$ cat src/rtl/if_id_stage_pkg.sv
// Shared definitions for the IF/ID boundary: fetch-side FSM encoding and defaults.
package if_id_stage_pkg;
    localparam int          DATA_W_DEF    = 32;
    localparam logic [31:0] NOP_INSTR_DEF = 32'h0000_0000;

    typedef enum logic [1:0] {
        ST_IDLE  = 2'd0,
        ST_BUSY  = 2'd1,
        ST_FULL  = 2'd2,
        ST_DRAIN = 2'd3
    } if_state_e;
endpackage

$ cat src/rtl/dffare.sv
// Enabled register with synchronous active-high reset to a parameterised value.
module dffare #(
    parameter int             W       = 1,
    parameter logic [W-1:0]   RST_VAL = '0
) (
    input  logic         i_clk,
    input  logic         i_rst,
    input  logic         i_en,
    input  logic [W-1:0] i_d,
    output logic [W-1:0] o_q
);
    // Storage: reset wins, then load on enable, otherwise hold.
    always_ff @(posedge i_clk) begin
        if (i_rst) begin
            o_q <= RST_VAL;
        end else if (i_en) begin
            o_q <= i_d;
        end else begin
            o_q <= o_q;
        end
    end
endmodule

$ cat src/rtl/if_id_skid.sv
// One-entry holding register for a fetched pc/instr pair that decode could not take yet.
module if_id_skid #(
    parameter int DATA_W = 32
) (
    input  logic              i_clk,
    input  logic              i_rst,
    input  logic              i_load,
    input  logic              i_clear,
    input  logic [DATA_W-1:0] i_pc,
    input  logic [DATA_W-1:0] i_instr,
    output logic              o_full,
    output logic [DATA_W-1:0] o_pc,
    output logic [DATA_W-1:0] o_instr
);
    logic w_data_en;
    logic w_full_en;
    logic w_full_d;

    // Clear beats load so a flush always empties the entry.
    assign w_data_en = i_load & ~i_clear;
    assign w_full_en = i_load | i_clear;
    assign w_full_d  = i_load & ~i_clear;

    dffare #(.W(1), .RST_VAL(1'b0)) u_full (
        .i_clk(i_clk), .i_rst(i_rst), .i_en(w_full_en), .i_d(w_full_d), .o_q(o_full)
    );
    dffare #(.W(DATA_W), .RST_VAL('0)) u_pc (
        .i_clk(i_clk), .i_rst(i_rst), .i_en(w_data_en), .i_d(i_pc), .o_q(o_pc)
    );
    dffare #(.W(DATA_W), .RST_VAL('0)) u_instr (
        .i_clk(i_clk), .i_rst(i_rst), .i_en(w_data_en), .i_d(i_instr), .o_q(o_instr)
    );
endmodule

$ cat src/rtl/if_id_stage_chk.sv
// Protocol checker for the instruction-memory handshake and fetch-enable gating.
module if_id_stage_chk
    import if_id_stage_pkg::*;
#(
    parameter int DATA_W = 32
) (
    input  logic              i_clk,
    input  logic              i_rst,
    input  if_state_e         i_state,
    input  logic              i_req,
    input  logic [DATA_W-1:0] i_addr,
    input  logic              i_valid,
    input  logic              i_fetch_en,
    input  logic              i_accept,
    input  logic              i_flush
);
    a_addr_stable: assert property (@(posedge i_clk) disable iff (i_rst)
        (i_req && !i_valid && (i_state == ST_BUSY || i_state == ST_DRAIN))
        |=> (i_addr == $past(i_addr)));

    a_no_valid_without_req: assert property (@(posedge i_clk) disable iff (i_rst)
        i_valid |-> i_req);

    a_full_fetch_en: assert property (@(posedge i_clk) disable iff (i_rst)
        (i_state == ST_FULL && i_fetch_en) |-> (i_accept || i_flush));
endmodule

$ cat src/rtl/if_id_stage.sv
// IF/ID boundary: issues fetch requests, owns the IF/ID register, absorbs decode stalls and flushes.
module if_id_stage
    import if_id_stage_pkg::*;
#(
    parameter int                DATA_W    = DATA_W_DEF,
    parameter logic [DATA_W-1:0] NOP_INSTR = DATA_W'(NOP_INSTR_DEF)
) (
    input  logic              i_clk,
    input  logic              i_rst,
    input  logic [DATA_W-1:0] i_pc_if,
    output logic              o_fetch_en,
    output logic              o_imem_req,
    output logic [DATA_W-1:0] o_imem_addr,
    input  logic              i_imem_valid,
    input  logic [DATA_W-1:0] i_imem_rdata,
    input  logic              i_stall_id,
    input  logic              i_flush,
    output logic [DATA_W-1:0] o_pc_id,
    output logic [DATA_W-1:0] o_instr_id,
    output logic              o_valid_id
);
    if_state_e         r_state;
    if_state_e         w_state_nxt;
    logic              w_accept;
    logic              w_deliver;
    logic              w_id_en;
    logic              w_id_valid_d;
    logic [DATA_W-1:0] w_id_pc_d;
    logic [DATA_W-1:0] w_id_instr_d;
    logic [DATA_W-1:0] w_cap_pc;
    logic              w_addr_en;
    logic [DATA_W-1:0] w_addr_d;
    logic [DATA_W-1:0] r_addr_q;
    logic              w_skid_load;
    logic              w_skid_clear;
    logic              w_skid_full;
    logic [DATA_W-1:0] w_skid_pc;
    logic [DATA_W-1:0] w_skid_instr;

    assign w_accept = ~i_stall_id | ~o_valid_id;

    // FSM state register.
    always_ff @(posedge i_clk) begin
        if (i_rst) begin
            r_state <= ST_IDLE;
        end else begin
            r_state <= w_state_nxt;
        end
    end

    // FSM next state, memory request, fetch enable and ID/skid load controls.
    always_comb begin
        w_state_nxt  = r_state;
        o_fetch_en   = 1'b0;
        o_imem_req   = 1'b0;
        o_imem_addr  = r_addr_q;
        w_addr_en    = 1'b0;
        w_addr_d     = r_addr_q;
        w_deliver    = 1'b0;
        w_id_pc_d    = o_pc_id;
        w_id_instr_d = NOP_INSTR;
        w_id_valid_d = 1'b0;
        w_skid_load  = 1'b0;
        w_skid_clear = 1'b0;
        w_cap_pc     = (r_state == ST_IDLE) ? i_pc_if : r_addr_q;

        case (r_state)
            ST_IDLE: begin
                o_imem_req  = 1'b1;
                o_imem_addr = i_pc_if;
            end
            ST_BUSY, ST_DRAIN: begin
                o_imem_req = 1'b1;
            end
            ST_FULL: begin
                o_imem_req = 1'b0;
            end
            default: begin
                o_imem_req = 1'b0;
            end
        endcase

        if (i_rst) begin
            o_imem_req = 1'b0;
            o_fetch_en = 1'b0;
        end else if (i_flush) begin
            // Redirect: PC takes the new target, ID and skid are squashed.
            o_fetch_en   = 1'b1;
            w_skid_clear = 1'b1;
            case (r_state)
                ST_IDLE, ST_BUSY: begin
                    if (i_imem_valid) begin
                        w_state_nxt = ST_IDLE;
                    end else begin
                        w_addr_en   = 1'b1;
                        w_addr_d    = o_imem_addr;
                        w_state_nxt = ST_DRAIN;
                    end
                end
                ST_FULL:  w_state_nxt = ST_IDLE;
                ST_DRAIN: w_state_nxt = ST_DRAIN;
                default:  w_state_nxt = ST_IDLE;
            endcase
        end else begin
            case (r_state)
                ST_IDLE, ST_BUSY: begin
                    if (i_imem_valid) begin
                        if (w_accept) begin
                            w_deliver    = 1'b1;
                            w_id_pc_d    = w_cap_pc;
                            w_id_instr_d = i_imem_rdata;
                            w_id_valid_d = 1'b1;
                            o_fetch_en   = 1'b1;
                            w_state_nxt  = ST_IDLE;
                        end else begin
                            w_skid_load = 1'b1;
                            w_state_nxt = ST_FULL;
                        end
                    end else if (r_state == ST_IDLE) begin
                        w_addr_en   = 1'b1;
                        w_addr_d    = i_pc_if;
                        w_state_nxt = ST_BUSY;
                    end else begin
                        w_state_nxt = ST_BUSY;
                    end
                end
                ST_FULL: begin
                    // An empty skid here is unreachable; fall back to IDLE without advancing the PC.
                    if (w_accept && w_skid_full) begin
                        w_deliver    = 1'b1;
                        w_id_pc_d    = w_skid_pc;
                        w_id_instr_d = w_skid_instr;
                        w_id_valid_d = 1'b1;
                        o_fetch_en   = 1'b1;
                        w_skid_clear = 1'b1;
                        w_state_nxt  = ST_IDLE;
                    end else if (!w_skid_full) begin
                        w_state_nxt = ST_IDLE;
                    end else begin
                        w_state_nxt = ST_FULL;
                    end
                end
                ST_DRAIN: begin
                    if (i_imem_valid) begin
                        w_state_nxt = ST_IDLE;
                    end else begin
                        w_state_nxt = ST_DRAIN;
                    end
                end
                default: w_state_nxt = ST_IDLE;
            endcase
        end
    end

    // Without a delivery the ID register either bubbles (accept/flush) or holds.
    assign w_id_en = w_deliver | w_accept | i_flush;

    dffare #(.W(1), .RST_VAL(1'b0)) u_valid_id (
        .i_clk(i_clk), .i_rst(i_rst), .i_en(w_id_en), .i_d(w_id_valid_d), .o_q(o_valid_id)
    );
    dffare #(.W(DATA_W), .RST_VAL(NOP_INSTR)) u_instr_id (
        .i_clk(i_clk), .i_rst(i_rst), .i_en(w_id_en), .i_d(w_id_instr_d), .o_q(o_instr_id)
    );
    dffare #(.W(DATA_W), .RST_VAL('0)) u_pc_id (
        .i_clk(i_clk), .i_rst(i_rst), .i_en(w_id_en), .i_d(w_id_pc_d), .o_q(o_pc_id)
    );
    dffare #(.W(DATA_W), .RST_VAL('0)) u_addr_q (
        .i_clk(i_clk), .i_rst(i_rst), .i_en(w_addr_en), .i_d(w_addr_d), .o_q(r_addr_q)
    );

    if_id_skid #(.DATA_W(DATA_W)) u_skid (
        .i_clk   (i_clk),
        .i_rst   (i_rst),
        .i_load  (w_skid_load),
        .i_clear (w_skid_clear),
        .i_pc    (w_cap_pc),
        .i_instr (i_imem_rdata),
        .o_full  (w_skid_full),
        .o_pc    (w_skid_pc),
        .o_instr (w_skid_instr)
    );

    if_id_stage_chk #(.DATA_W(DATA_W)) u_chk (
        .i_clk      (i_clk),
        .i_rst      (i_rst),
        .i_state    (r_state),
        .i_req      (o_imem_req),
        .i_addr     (o_imem_addr),
        .i_valid    (i_imem_valid),
        .i_fetch_en (o_fetch_en),
        .i_accept   (w_accept),
        .i_flush    (i_flush)
    );
endmodule

$ cat config.mk
export PLATFORM = sky130hd
export DESIGN_NAME = if_id_stage
export DESIGN_NICKNAME = d
export VERILOG_FILES = /design/src/rtl/if_id_stage_pkg.sv /design/src/rtl/dffare.sv /design/src/rtl/if_id_skid.sv /design/src/rtl/if_id_stage_chk.sv /design/src/rtl/if_id_stage.sv
export SDC_FILE = /design/constraint.sdc
export NUM_CORES = 1
export LEC_CHECK = 0
export ABC_AREA = 0
export ABC_CLOCK_PERIOD_IN_PS = 6300
export CORE_MARGIN = 1.5
export CORE_UTILIZATION = 45
export CTS_CLUSTER_SIZE = 25
export DETAILED_ROUTE_END_ITERATION = 12
export PLACE_DENSITY = 0.71
export REMOVE_ABC_BUFFERS = 1
export SKIP_CTS_REPAIR_TIMING = 1
export SKIP_LAST_GASP = 1
export SLEW_MARGIN = 20
export SYNTH_ARGS = -nofsm -noshare
export SYNTH_HDL_FRONTEND = slang
export SYNTH_HIERARCHICAL = 1
export SYNTH_SLANG_ARGS = --single-unit
$ cat constraint.sdc
create_clock -name i_clk -period 6.3 [get_ports i_clk]
set_clock_uncertainty 0.1 [all_clocks]
set_input_delay 0.63 -clock i_clk [delete_from_list [all_inputs] [get_ports i_clk]]
set_output_delay 0.63 -clock i_clk [all_outputs]
set_load 0.03 [all_outputs]
# ---- Word-level counts from Yosys, hierarchy flattened
# Cells that the tools add are included.
dict set report totals {
  register_bits 164
  inputBits 69
  output_inout_bits 99
  word_cells 74
}
dict set report classes {
  n_eq_ne 6
  mux 43
  n_bitwise 10
  n_reduce_logical 7
}
# operator count
set ops {}
lappend ops {{$mux 32} 8}
lappend ops {{$pmux 32 s2} 2}
lappend ops {{$mux 1} 23}
lappend ops {{$mux 2} 6}
lappend ops {{$pmux 2 s3} 2}
lappend ops {{$ne 2x2->1 const B} 3}
lappend ops {{$reduce_and 6->1} 1}
lappend ops {{$not 1->1} 5}
lappend ops {{$eq 2x2->1 const B} 2}
lappend ops {{$or 1x1->1} 4}
lappend ops {{$pmux 1 s2} 2}
lappend ops {{$reduce_and 3->1} 1}
lappend ops {{$reduce_or 3->1} 1}
lappend ops {{$eq 2x1->1 const B} 1}
lappend ops {{$logic_not 2->1} 1}
lappend ops {{$reduce_bool 2->1} 1}
lappend ops {{$reduce_or 2->1} 1}
lappend ops {{$and 1x1->1} 1}
lappend ops {{$logic_and 1x1->1} 1}

# ---- Logic depth before layout (Yosys ltp)
dict set report depth {
  word_depth 10
  mapped_depth 11
  mapped_depth_nobuf 7
}

# ---- Modules after synthesis
# The synthesis kept the hierarchy.
# mod n_inst cells_per_inst area_each_um2 seq_area_each_um2
set by_module_without_submodules {}
lappend by_module_without_submodules {{dffare at u_addr_q ...} 5 103 1163.6 640.6}
lappend by_module_without_submodules {if_id_stage 1 475 2737.6 40.0}
lappend by_module_without_submodules {{dffare at u_skid.u_full ...} 2 3 33.8 20.0}
lappend by_module_without_submodules {if_id_skid 1 2 15.0 0.0}

# ---- Worst setup path before layout
# OpenSTA, ideal clock, no wires.
dict set report synth_timing {
  kind {input to output}
  startpoint {input port i_stall_id}
  endpoint {output port o_fetch_en}
  t_arrival_ps 1815
  t_required_ps 5570
  slack_ps 3755
  path_stages 5
  n_path_buf 1
  path_cell_list {and2_1 > buf_4 > nor3_4 > nor2_1 > a21oi_1}
}
dict set report synth_between {
  elab_chain_len 7
  word_cells_on_any_way 9
  cone_classes {mux (6); bitwise (2); reduce/logical (1)}
}
# element line
set synth_lines {}
lappend synth_lines {{start, declared} if_id_stage.sv:16} ;# input logic i_stall_id,
lappend synth_lines {{$not 1->1 *} if_id_stage.sv:40} ;# assign w_accept = ~i_stall_id | ~o_valid_id;
lappend synth_lines {{$or 1x1->1 *} if_id_stage.sv:40}
lappend synth_lines {{$mux 1 or $logic_and 1x1->1 (tied branches)} {if_id_stage.sv:108, if_id_stage.sv:129}}
lappend synth_lines {{$mux 1 (on tied branches)} {if_id_stage.sv:107, if_id_stage.sv:129}}
lappend synth_lines {{$pmux 1 s2 *} if_id_stage.sv:105} ;# case (r_state)
lappend synth_lines {{$mux 1 *} if_id_stage.sv:86} ;# end else if (i_flush) begin
lappend synth_lines {{$mux 1 *} if_id_stage.sv:83} ;# if (i_rst) begin
lappend synth_lines {{end, declared} if_id_stage.sv:11} ;# output logic o_fetch_en,
# Mark *: on every way between the ends. The rest lies on a longest branch, timed or not.

# ---- Worst setup path after layout
dict set report layout_timing {
  startpoint {register r_state[1]}
  endpoint {output port o_fetch_en}
}
dict set report layout_between {
  elab_chain_len 5
  word_cells_on_any_way 7
  cone_classes {eq/ne (2); mux (3); reduce/logical (2)}
}
# element line
set layout_lines {}
lappend layout_lines {{start, declared} if_id_stage.sv:22} ;# if_state_e r_state;
lappend layout_lines {{start signal, assigned} if_id_stage.sv:47} ;# r_state <= w_state_nxt;
lappend layout_lines {{$eq 2x1->1 or $logic_not 2->1 (tied branches)} if_id_stage.sv:105}
lappend layout_lines {{$reduce_or 2->1} if_id_stage.sv:105}
lappend layout_lines {{$pmux 1 s2 *} if_id_stage.sv:105}
lappend layout_lines {{$mux 1 *} if_id_stage.sv:86}
lappend layout_lines {{$mux 1 *} if_id_stage.sv:83}
# Marks and branches as above.

==> results by stage <==
Clock network:
- No sink is reached through more buffers than the 2 on the longest clock path.
- The clock latency on the worst-skew pair is 0.43 ns.
- The clock root buffer is clkbuf_16.
- The clock drives 164 sinks.
- The TritonCTS clock tree is built.
- TritonCTS created 17 clock buffers.
- Clock-pin slew was measured on the worst setup and hold paths at 0.06 ns.
- In this run the number of H-tree levels came out at 4.

Power:
- Summed over all nets, the switching power comes to 688 uW.
- The sum of internal, switching and leakage power is 2540 uW.
- In this run, flip-flops and latches consume 42.7% of the power.
- Combinational cells account for 16.5% of the total power.
- Internal power comes to 1850 uW.
- The power per cell area is 238 mW/mm2.
- Of the total power, the clock network draws 40.9%.
- The fraction of power spent switching nets is 27.1%.
- The static leakage is 0.00456 uW.
- The worst voltage drop across the vdd grid is 0.203 mV.

Timing:
- The portion of the clock cycle consumed by the worst path in the final layout is 63.2%.
- On the final layout, the worst hold slack is 0.395 ns.
- Setup repair after global routing left no endpoint under its margin.
- The worst-case headroom to the max-slew limit is 34.1%.
- The final critical delay including setup and external delays is 3.98 ns.
- The number of hold violations in the final report is 0.
- For the pin with the worst max-slew slack, the measured transition is 0.988 ns.
- Setup violations remaining at the end of the flow were counted as 0.
- The number of pins with negative max-slew slack in the final report is 0.
- The maximum frequency from static timing analysis is 251 MHz.
- Summed over all failing endpoints, the final setup total negative slack is 0 ns.

Route:
- The total routed wirelength is 22900 um.
- The final routed DRC violation total is 0.
- The post-detailed-route count of antenna-violating nets is 0.
- The first detailed-routing pass took 5 iterations.
- Dividing the detail-routed wire length by the instance count gives 16.9 um.
- Across all layers, the routed design uses 7497 vias.
- The detailed router finished its first iteration with 517 violations.
- The via density per instance is 5.53.

Final layout:
- The top cell types in the final layout, fill and taps aside, are 230 x nor2_1, 194 x mux2i_1, 166 x clkdlybuf4s50_1, 164 x dfxtp_1, 98 x a21oi_1.
- The number of nets in the layout is 1178.
- The library cell used most frequently in the layout, excluding fill and tap cells, is nor2_1.
- The fraction of final layout cells with drive strength greater than 1 is 4.99%.
- The number of filler instances in the final layout is 1719.
- The number of antenna cells inserted is 0.
- Compared with the post-synthesis result, the final layout area differs by 23.5%.

Logic synthesis:
- The fraction of the mapped netlist area in simple logic gates is 14.0%.
- The average instance area after synthesis is 8.66 um2.
- The Yosys step of the flow raised 6 warnings.
- In this run, synthesis produced a sequential element count of 164.
- The synthesized netlist devotes 0% of its cell area to adder and majority cells.
- The synthesized netlist devotes 15.9% of its cell area to compound gates.
- The post-synthesis share of cell area spent on xor and xnor gates is 0%.
- In this run, distinct cell masters in the synthesized netlist total 35.
- Sequential elements use 38.0% of the synthesized area.
- The mux cell area share after synthesis is 22.5%.
- After synthesis, the largest family of logic cells by area is multiplexers.
- The cell count after synthesis came out at 998.
- The synthesized netlist occupies a cell area of 0.00864 mm2.

Critical path:
- STA classifies the critical path endpoint as an output port.
- Data on the critical path is required at its endpoint by 5.57 ns.
- The maximum net fanout on the critical path is 34.
- The critical path starts at r_state[1].
- The startpoint identified for the worst register-to-register timing path is r_state[1].
- Counting cells, the worst reg-to-reg path comes to 9.
- The worst setup path is launched from a flop.
- At the worst endpoint, the arrival time is 3.25 ns.
- The setup path with the least slack is of type reg2out.

Floorplanning:
- The floorplan die area is 0.0200 mm2.
- The initial cell density of the core is 46.0%.
- In this run the horizontal extent of the chip is 142 um.
- The floorplan step set the die height to 142 um.
- The floorplan step defined a core boundary enclosing 0.0188 mm2.
- The initialized floorplan defines 50 standard-cell rows.
- The number of top-level pins is 168.

Hold path:
- Counting instances, the worst hold path has a depth of 2.
- The startpoint of the most critical hold path is u_skid/u_pc/o_q[2].
- The min-delay analysis places its worst path in the category reg2reg.

GRT:
- After global routing the overflow that remains totals 0.
- The maximum number of pins on one net before global-route repair is 97.
- The first-pass GRT wire length is 35700 um.
- The initial antenna violation count is 0.
- The via count of the first global-routing pass came to 6943.
- The aggregate global-route resource usage is 22.3%.

Placed design:
- Buffers placed on the I/O ports in this run total 167.
- The congestion estimate from routability-driven global placement came to 0.740.
- Summed over all nets, the half-perimeter wirelength after detailed placement is 13700 um.

Outcome:
- The flow ran to the end, and the final reports show no timing, DRC or antenna violations.

Job:
- The number of maximum-capacitance constraint violations is 0.
[kinds of logic (layout without fill, tap and decap cells)]
group,after synthesis,count (layout)
compound gates,230,230
buf+inv,124,248
flops,164,164
mux,194,194
simple gates,286,286
[synthesized netlist by cell type (all sizes together)]
cell type  instances  share of area (%)
nor3               6               0.54
o21ai             63                3.7
a22oi             32                2.8
o211ai             1              0.087
and4               1               0.10
a21boi             4               0.48
nand2b             2               0.14
inv               35                1.5
a21oi             98                5.7
mux2i            194                 22
dfxtp            164                 38
nand4             31                2.2
o21bai             1              0.087
and2               1              0.072
nor4               1              0.072
nor2b              1              0.072
nor3b              1              0.087
buf               50                6.3
clkbuf            39                1.8
or2                2               0.14
a211o             31                3.1
nor2             233                 10
nand2              6               0.26
and2b              1               0.10
[per-stage QoR]
stage	instance area, um2	setup slack, ns	util [%]	instances
6_report	10700	2.32	56.8	1356
5_1_grt	10700	2.20	56.8	1356
4_1_cts	10700	2.33	56.8	1356
3_5_place_dp	10100	2.08	53.7	1324
3_3_place_gp	10100	2.14	53.6	1323
2_1_floorplan	7940	-1.76	-	909
[routing by layer]
metal	track usage [%]	vias to the layer above	part of all wire, %
li1	-	3693	-
met1	29.1	3506	45
met2	35.0	270	44
met3	7.22	28	9.1
met4	6.84	0	1.6
met5	0	-	0
[power groups by stage]
stage	Sequential [uW]	Combinational (uW)	Clock, uW
global route	1080	449	1100
detailed placement	1100	418	0
global placement	1100	412	0
floorplan	1130	213	0
CTS	1080	419	1060
finish	1080	418	1040
[final timing paths]
path	endpoint	slack, ns
worst max register to register	u_skid/u_pc/o_q[8]	2.68
worst min register to register	u_skid/u_pc/o_q[2]	0.40
worst max-delay path	o_fetch_en	2.32
worst min-delay path	u_skid/u_pc/o_q[2]	0.40
[state kept, by name, summed over array words and instances, names as in the netlist]
signal,flops
u_pc_id/o_q,32
r_state,2
u_valid_id/o_q,1
u_instr_id/o_q,32
u_skid/u_instr/o_q,32
u_addr_q/o_q,32
u_skid/u_pc/o_q,32
u_skid/u_full/o_q,1
[cell type report]
cell class	instances	area, um2	area share [%]
multi-input cells	710	4580	42.9
flip-flops and latches	164	3280	30.8
repair buffers	181	1800	16.9
clock buffers	24	482	4.52
well taps	234	293	2.74
inverters	35	131	1.23
clock inverters	8	100	0.938
[worst max-delay path: stages, from the launching register on]
cell and delay (ns):
dfxtp_1 0.63, inv_2 0.41, nor3_4 0.26, buf_4 0.37, nor2_1 0.11, a21oi_1 0.26
clkdlybuf4s50_1 0.73
(Power assumes the default switching activity.)
